===== src/rtl/td4_cpu.sv =====
// TD4-style 4-bit single-cycle accumulator CPU: registers A/B, output port, PC and carry.
// Each clock executes one instruction fetched combinationally from an external ROM.
module td4_cpu (
  input  logic       clk,
  input  logic       n_rst,
  output logic [3:0] addr,
  input  logic [3:0] opecode,
  input  logic [3:0] imm,
  input  logic [3:0] switch,
  output logic [3:0] led
);

  localparam int unsigned W = 4;

  typedef enum logic [3:0] {
    OP_ADD_A_IM = 4'b0000,
    OP_MOV_A_B  = 4'b0001,
    OP_IN_A     = 4'b0010,
    OP_MOV_A_IM = 4'b0011,
    OP_MOV_B_A  = 4'b0100,
    OP_ADD_B_IM = 4'b0101,
    OP_IN_B     = 4'b0110,
    OP_MOV_B_IM = 4'b0111,
    OP_OUT_B    = 4'b1001,
    OP_OUT_IM   = 4'b1011,
    OP_JNC_IM   = 4'b1110,
    OP_JMP_IM   = 4'b1111
  } opcode_e;

  typedef enum logic [1:0] {
    SRC_A    = 2'd0,
    SRC_B    = 2'd1,
    SRC_SW   = 2'd2,
    SRC_ZERO = 2'd3
  } src_e;

  logic [W-1:0] reg_a;
  logic [W-1:0] reg_b;
  logic [W-1:0] reg_out;
  logic [W-1:0] pc;
  logic         carry;

  src_e         src_sel;
  logic         ld_a;
  logic         ld_b;
  logic         ld_out;
  logic         ld_pc;
  logic [W-1:0] src_val;
  logic [W:0]   sum_ext;

  // Instruction decode: pick the adder source and the destination register.
  always_comb begin
    src_sel = SRC_ZERO;
    ld_a    = 1'b0;
    ld_b    = 1'b0;
    ld_out  = 1'b0;
    ld_pc   = 1'b0;
    case (opecode)
      OP_ADD_A_IM: begin src_sel = SRC_A;    ld_a   = 1'b1; end
      OP_MOV_A_B:  begin src_sel = SRC_B;    ld_a   = 1'b1; end
      OP_IN_A:     begin src_sel = SRC_SW;   ld_a   = 1'b1; end
      OP_MOV_A_IM: begin src_sel = SRC_ZERO; ld_a   = 1'b1; end
      OP_MOV_B_A:  begin src_sel = SRC_A;    ld_b   = 1'b1; end
      OP_ADD_B_IM: begin src_sel = SRC_B;    ld_b   = 1'b1; end
      OP_IN_B:     begin src_sel = SRC_SW;   ld_b   = 1'b1; end
      OP_MOV_B_IM: begin src_sel = SRC_ZERO; ld_b   = 1'b1; end
      OP_OUT_B:    begin src_sel = SRC_B;    ld_out = 1'b1; end
      OP_OUT_IM:   begin src_sel = SRC_ZERO; ld_out = 1'b1; end
      OP_JNC_IM:   begin src_sel = SRC_ZERO; ld_pc  = ~carry; end
      OP_JMP_IM:   begin src_sel = SRC_ZERO; ld_pc  = 1'b1; end
      default:     begin src_sel = SRC_ZERO; end
    endcase
  end

  // Source mux feeding the single adder; zero source guarantees a cleared carry.
  always_comb begin
    src_val = '0;
    case (src_sel)
      SRC_A:   src_val = reg_a;
      SRC_B:   src_val = reg_b;
      SRC_SW:  src_val = switch;
      default: src_val = '0;
    endcase
  end

  assign sum_ext = (W+1)'({1'b0, src_val}) + (W+1)'({1'b0, imm});

  // Architectural state commit; carry is rewritten by every instruction.
  always_ff @(posedge clk or negedge n_rst) begin
    if (!n_rst) begin
      reg_a   <= '0;
      reg_b   <= '0;
      reg_out <= '0;
      pc      <= '0;
      carry   <= 1'b0;
    end else begin
      carry <= sum_ext[W];
      if (ld_a)   reg_a   <= sum_ext[W-1:0];
      if (ld_b)   reg_b   <= sum_ext[W-1:0];
      if (ld_out) reg_out <= sum_ext[W-1:0];
      pc <= ld_pc ? imm : pc + W'(1);
    end
  end

  assign addr = pc;
  assign led  = reg_out;

endmodule


===== config.mk =====
export PLATFORM = sky130hd
export DESIGN_NAME = td4_cpu
export DESIGN_NICKNAME = d
export VERILOG_FILES = /design/src/rtl/td4_cpu.sv
export SDC_FILE = /design/constraint.sdc
export NUM_CORES = 1
export LEC_CHECK = 0
export BUFFER_PORTS_ARGS = -buffer_cell sky130_fd_sc_hd__buf_2
export CORE_ASPECT_RATIO = 2
export CORE_MARGIN = 8
export CORE_UTILIZATION = 35
export CTS_CLUSTER_DIAMETER = 80
export DETAILED_ROUTE_END_ITERATION = 8
export REMOVE_ABC_BUFFERS = 1
export SYNTH_ARGS = -nofsm -noshare
export SYNTH_HDL_FRONTEND = slang
export SYNTH_SLANG_ARGS = --single-unit

===== constraint.sdc =====
create_clock -name clk -period 4.6 [get_ports clk]
set_input_delay 0.23 -clock clk [delete_from_list [all_inputs] [get_ports clk]]
set_output_delay 0.23 -clock clk [all_outputs]
set_load 0.02 [all_outputs]

==> reports/qor.csv <==
stage,metric,value,unit
run_status,status,finished clean,
power_and_ir_drop,combinational share of power,37.0,%
global_route,total track usage,10.34,%
global_route,met2 GRT Util,19.78,%
worst_setup_path,crit-path max FO,7,
synthesis,cell area after synthesis,919.6,um^2
routing,Routed WL,2.127,mm
sta,fmax,506.5,MHz
synthesis,top_reg_cell synth,dfrtp_1,
final_layout,P&R area growth vs syn,20.41,%
sta,fin worst setup slack,2626,ps
worst_setup_path,CP arrival,2100,ps
floorplan,Chip Height,88.49,um
sta,skew final,2.196,ps
worst_setup_path,Worst EP required,4730,ps
routing,First-pass DRT Iterations,4,
place,# port buffers,21,
final_layout,"commonest cells after routing, fill and taps aside","buf_2, dfrtp_1, mux2_2",
global_route,global-route wire length before repair,3.525,mm
final_layout,Layout Nets,119,
global_route,most used routing layer,met2,
global_route,GRT Residual Overflow,0,
power_and_ir_drop,P_sw,183.7,uW
sta,setup total negative slack,0,ps
floorplan,Starting Density,36.24,%
synthesis,"flops & latches, synth",17,
routing,average vias per placed instance,5.230,
clock_network,Root Driver,clkbuf_8,
clock_network,largest buffer count on any clock path,2,
synthesis,asr flop ratio synth,100.0,%
power_and_ir_drop,Clk pwr share,21.1,%
worst_setup_path,Critical Path Source Type,input port,
worst_setup_path,type of destination of the critical path,flip-flop,
clock_network,Worst-path clk slew,70,ps
job,Max-Cap Viols,0,
routing,DRT antenna net count,0,
routing,Residual DRC,0,
final_layout,diode count,0,
synthesis,post-synth cell types,28,
sta,"Setup violations, final",0,
power_and_ir_drop,pwr dens,488.4,nW/um^2
global_route,vias in the first global route,759,
clock_network,CTS tree,done,
floorplan,DIE AREA,4623,um^2
sta,RSZ-0062 raised after global routing,false,
synthesis,post-synthesis sequential area ratio,46.26,%
floorplan,Top Ports,22,
synthesis,Cells after Synth,73,
global_route,met3 Track Usage GR,2.020,%
sta,final hold violations,0,
power_and_ir_drop,Seq pwr share,41.9,%
sta,post-route minimum period,1974,ps
place,Place WS,2359,ps
clock_network,Clock Latency Late Sink,250,ps
global_route,largest net degree at the start of global routing,18,
routing,routed length per instance,16.88,um
place,DP Cell Count,121,
place,GP Congestion,0.7565,
clock_network,htree depth,1,
worst_setup_path,kind of critical path,input port to flip-flop,
synthesis,syn avg cell area,12.60,um^2
power_and_ir_drop,Int Power,357.1,uW
global_route,initial antenna violation count,0,
routing,DR iter-0 viols,11,
power_and_ir_drop,Worst IR Drop VDD,185.7,uV
synthesis,Synth warnings,0,
final_layout,Layout Utilization,43.64,%
global_route,met1 GRT Util,9.496,%
sta,final slew viol count,0,
floorplan,Die Wd,52.25,um
final_layout,share of cells above drive strength 1,37.76,%
final_layout,final std cells w/o fill,126,
floorplan,core area,2537,um^2
clock_network,Inserted Clock Buffers,3,
sta,Final Cycle Share,42.92,%
clock_network,CTS Sinks,17,
worst_hold_path,worst hold path type,input port to flip-flop,
sta,Least-Margin Pin Slew,597.3,ps
clock_network,CTS-repair resized insts,0,
floorplan,Row Count,26,
clock_network,number of setup buffers added after CTS,0,
routing,Via Count,659,
sta,relative slew slack,59.94,%
synthesis,Post-synth EDFFs,0,
power_and_ir_drop,Sw Share,33.96,%
place,Post-DP HPWL,1.723,mm
final_layout,"most common cell after layout, fill and taps aside",buf_2,
power_and_ir_drop,Pleak,0.0005609,uW
[sequential cells by signal (all words and copies together), names as in the netlist]
signal and cells:
addr 4, carry 1, led 4, reg_a 4, reg_b 4
[worst paths after layout]
path | from | to | slack, ps | cells past startpoint
hold / removal | imm[3] | addr[3] | 230 | 2
setup / recovery | opecode[2] | led[3] | 2630 | 7
max in group asynchronous | n_rst | reg_b[1] | 3870 | 2
setup reg to reg | reg_a[0] | led[2] | 2820 | 6
hold reg to reg | reg_b[3] | reg_b[3] | 490 | 2
min in group asynchronous | n_rst | carry | 440 | 2
[critical path: stages]
cell,delay (ps)
buf_2,140
a211oi_1,550
o2bb2ai_1,180
ha_1,280
and3_1,220
nor3_1,370
o31ai_1,130
[final cells by class]
cell class | instances | area (um^2)
Clock buffer | 4 | 45.04
Fill cell | 243 | 1430
Inverter | 2 | 7.507
Multi-Input combinational cell | 53 | 479.2
Sequential cell | 17 | 425.4
Tap cell | 28 | 35.03
Timing Repair Buffer | 22 | 115.1
[cells in the mapped netlist (2+ instances only)]
| library cell | count | area (um^2) |
|---|---|---|
| dfrtp_1 | 17 | 425.4 |
| mux2_2 | 6 | 67.56 |
| ha_1 | 5 | 62.56 |
| mux2i_1 | 5 | 50.05 |
| nand2_1 | 4 | 15.01 |
| o2bb2ai_1 | 4 | 35.03 |
| a21o_1 | 3 | 22.52 |
| mux2_4 | 3 | 45.04 |
| o21ai_0 | 3 | 15.01 |
| inv_1 | 2 | 7.510 |
| nor2_1 | 2 | 7.510 |
| o31ai_1 | 2 | 15.01 |
| xnor2_1 | 2 | 17.52 |
[stage by stage]
stage	area (um^2)	total power, uW	hold WS, ps
after floorplan	912.1	364.8	-65.59
after global placement	1052	427.1	169.8
after detailed placement	1052	433.2	187.5
after CTS	1107	548.5	227.8
after global routing	1107	578.0	239.5
final	1107	540.8	227.2
[what timing repair did]
action,4_1_cts,5_1_grt
setup endpoints to repair,0,0
hold endpoints to repair,17,0
hold buffers,1,0
[power by group through the flow]
| stage | clock [uW] | sequential [uW] | combinational, uW |
|---|---|---|---|
| floorplan | 0 | 258 | 107 |
| global placement | 0 | 227 | 200 |
| detailed placement | 0 | 230 | 204 |
| CTS | 116 | 227 | 206 |
| global route | 121 | 233 | 224 |
| finish | 114 | 226 | 200 |
[kinds of logic (layout without fill, tap and decap cells)]
kind of cell / count (synthesis) / after routing / synth area share, %
AOI/OAI and AO/OA: 17 / 17 / 15.10
xor gates and xnor gates: 3 / 3 / 2.858
adders and majority gates: 6 / 6 / 8.980
buffers and inverters: 3 / 28 / 1.633
DFF: 17 / 17 / 46.26
muxes: 14 / 14 / 17.69
and+or+nand+nor: 13 / 13 / 7.483
[per-layer routing]
layer	routed length, um	share of wire [%]
met4	31	1.5
met3	104	4.9
met1	720	34
met5	0	0
met2	1269	60
(Power assumes the default switching activity.)
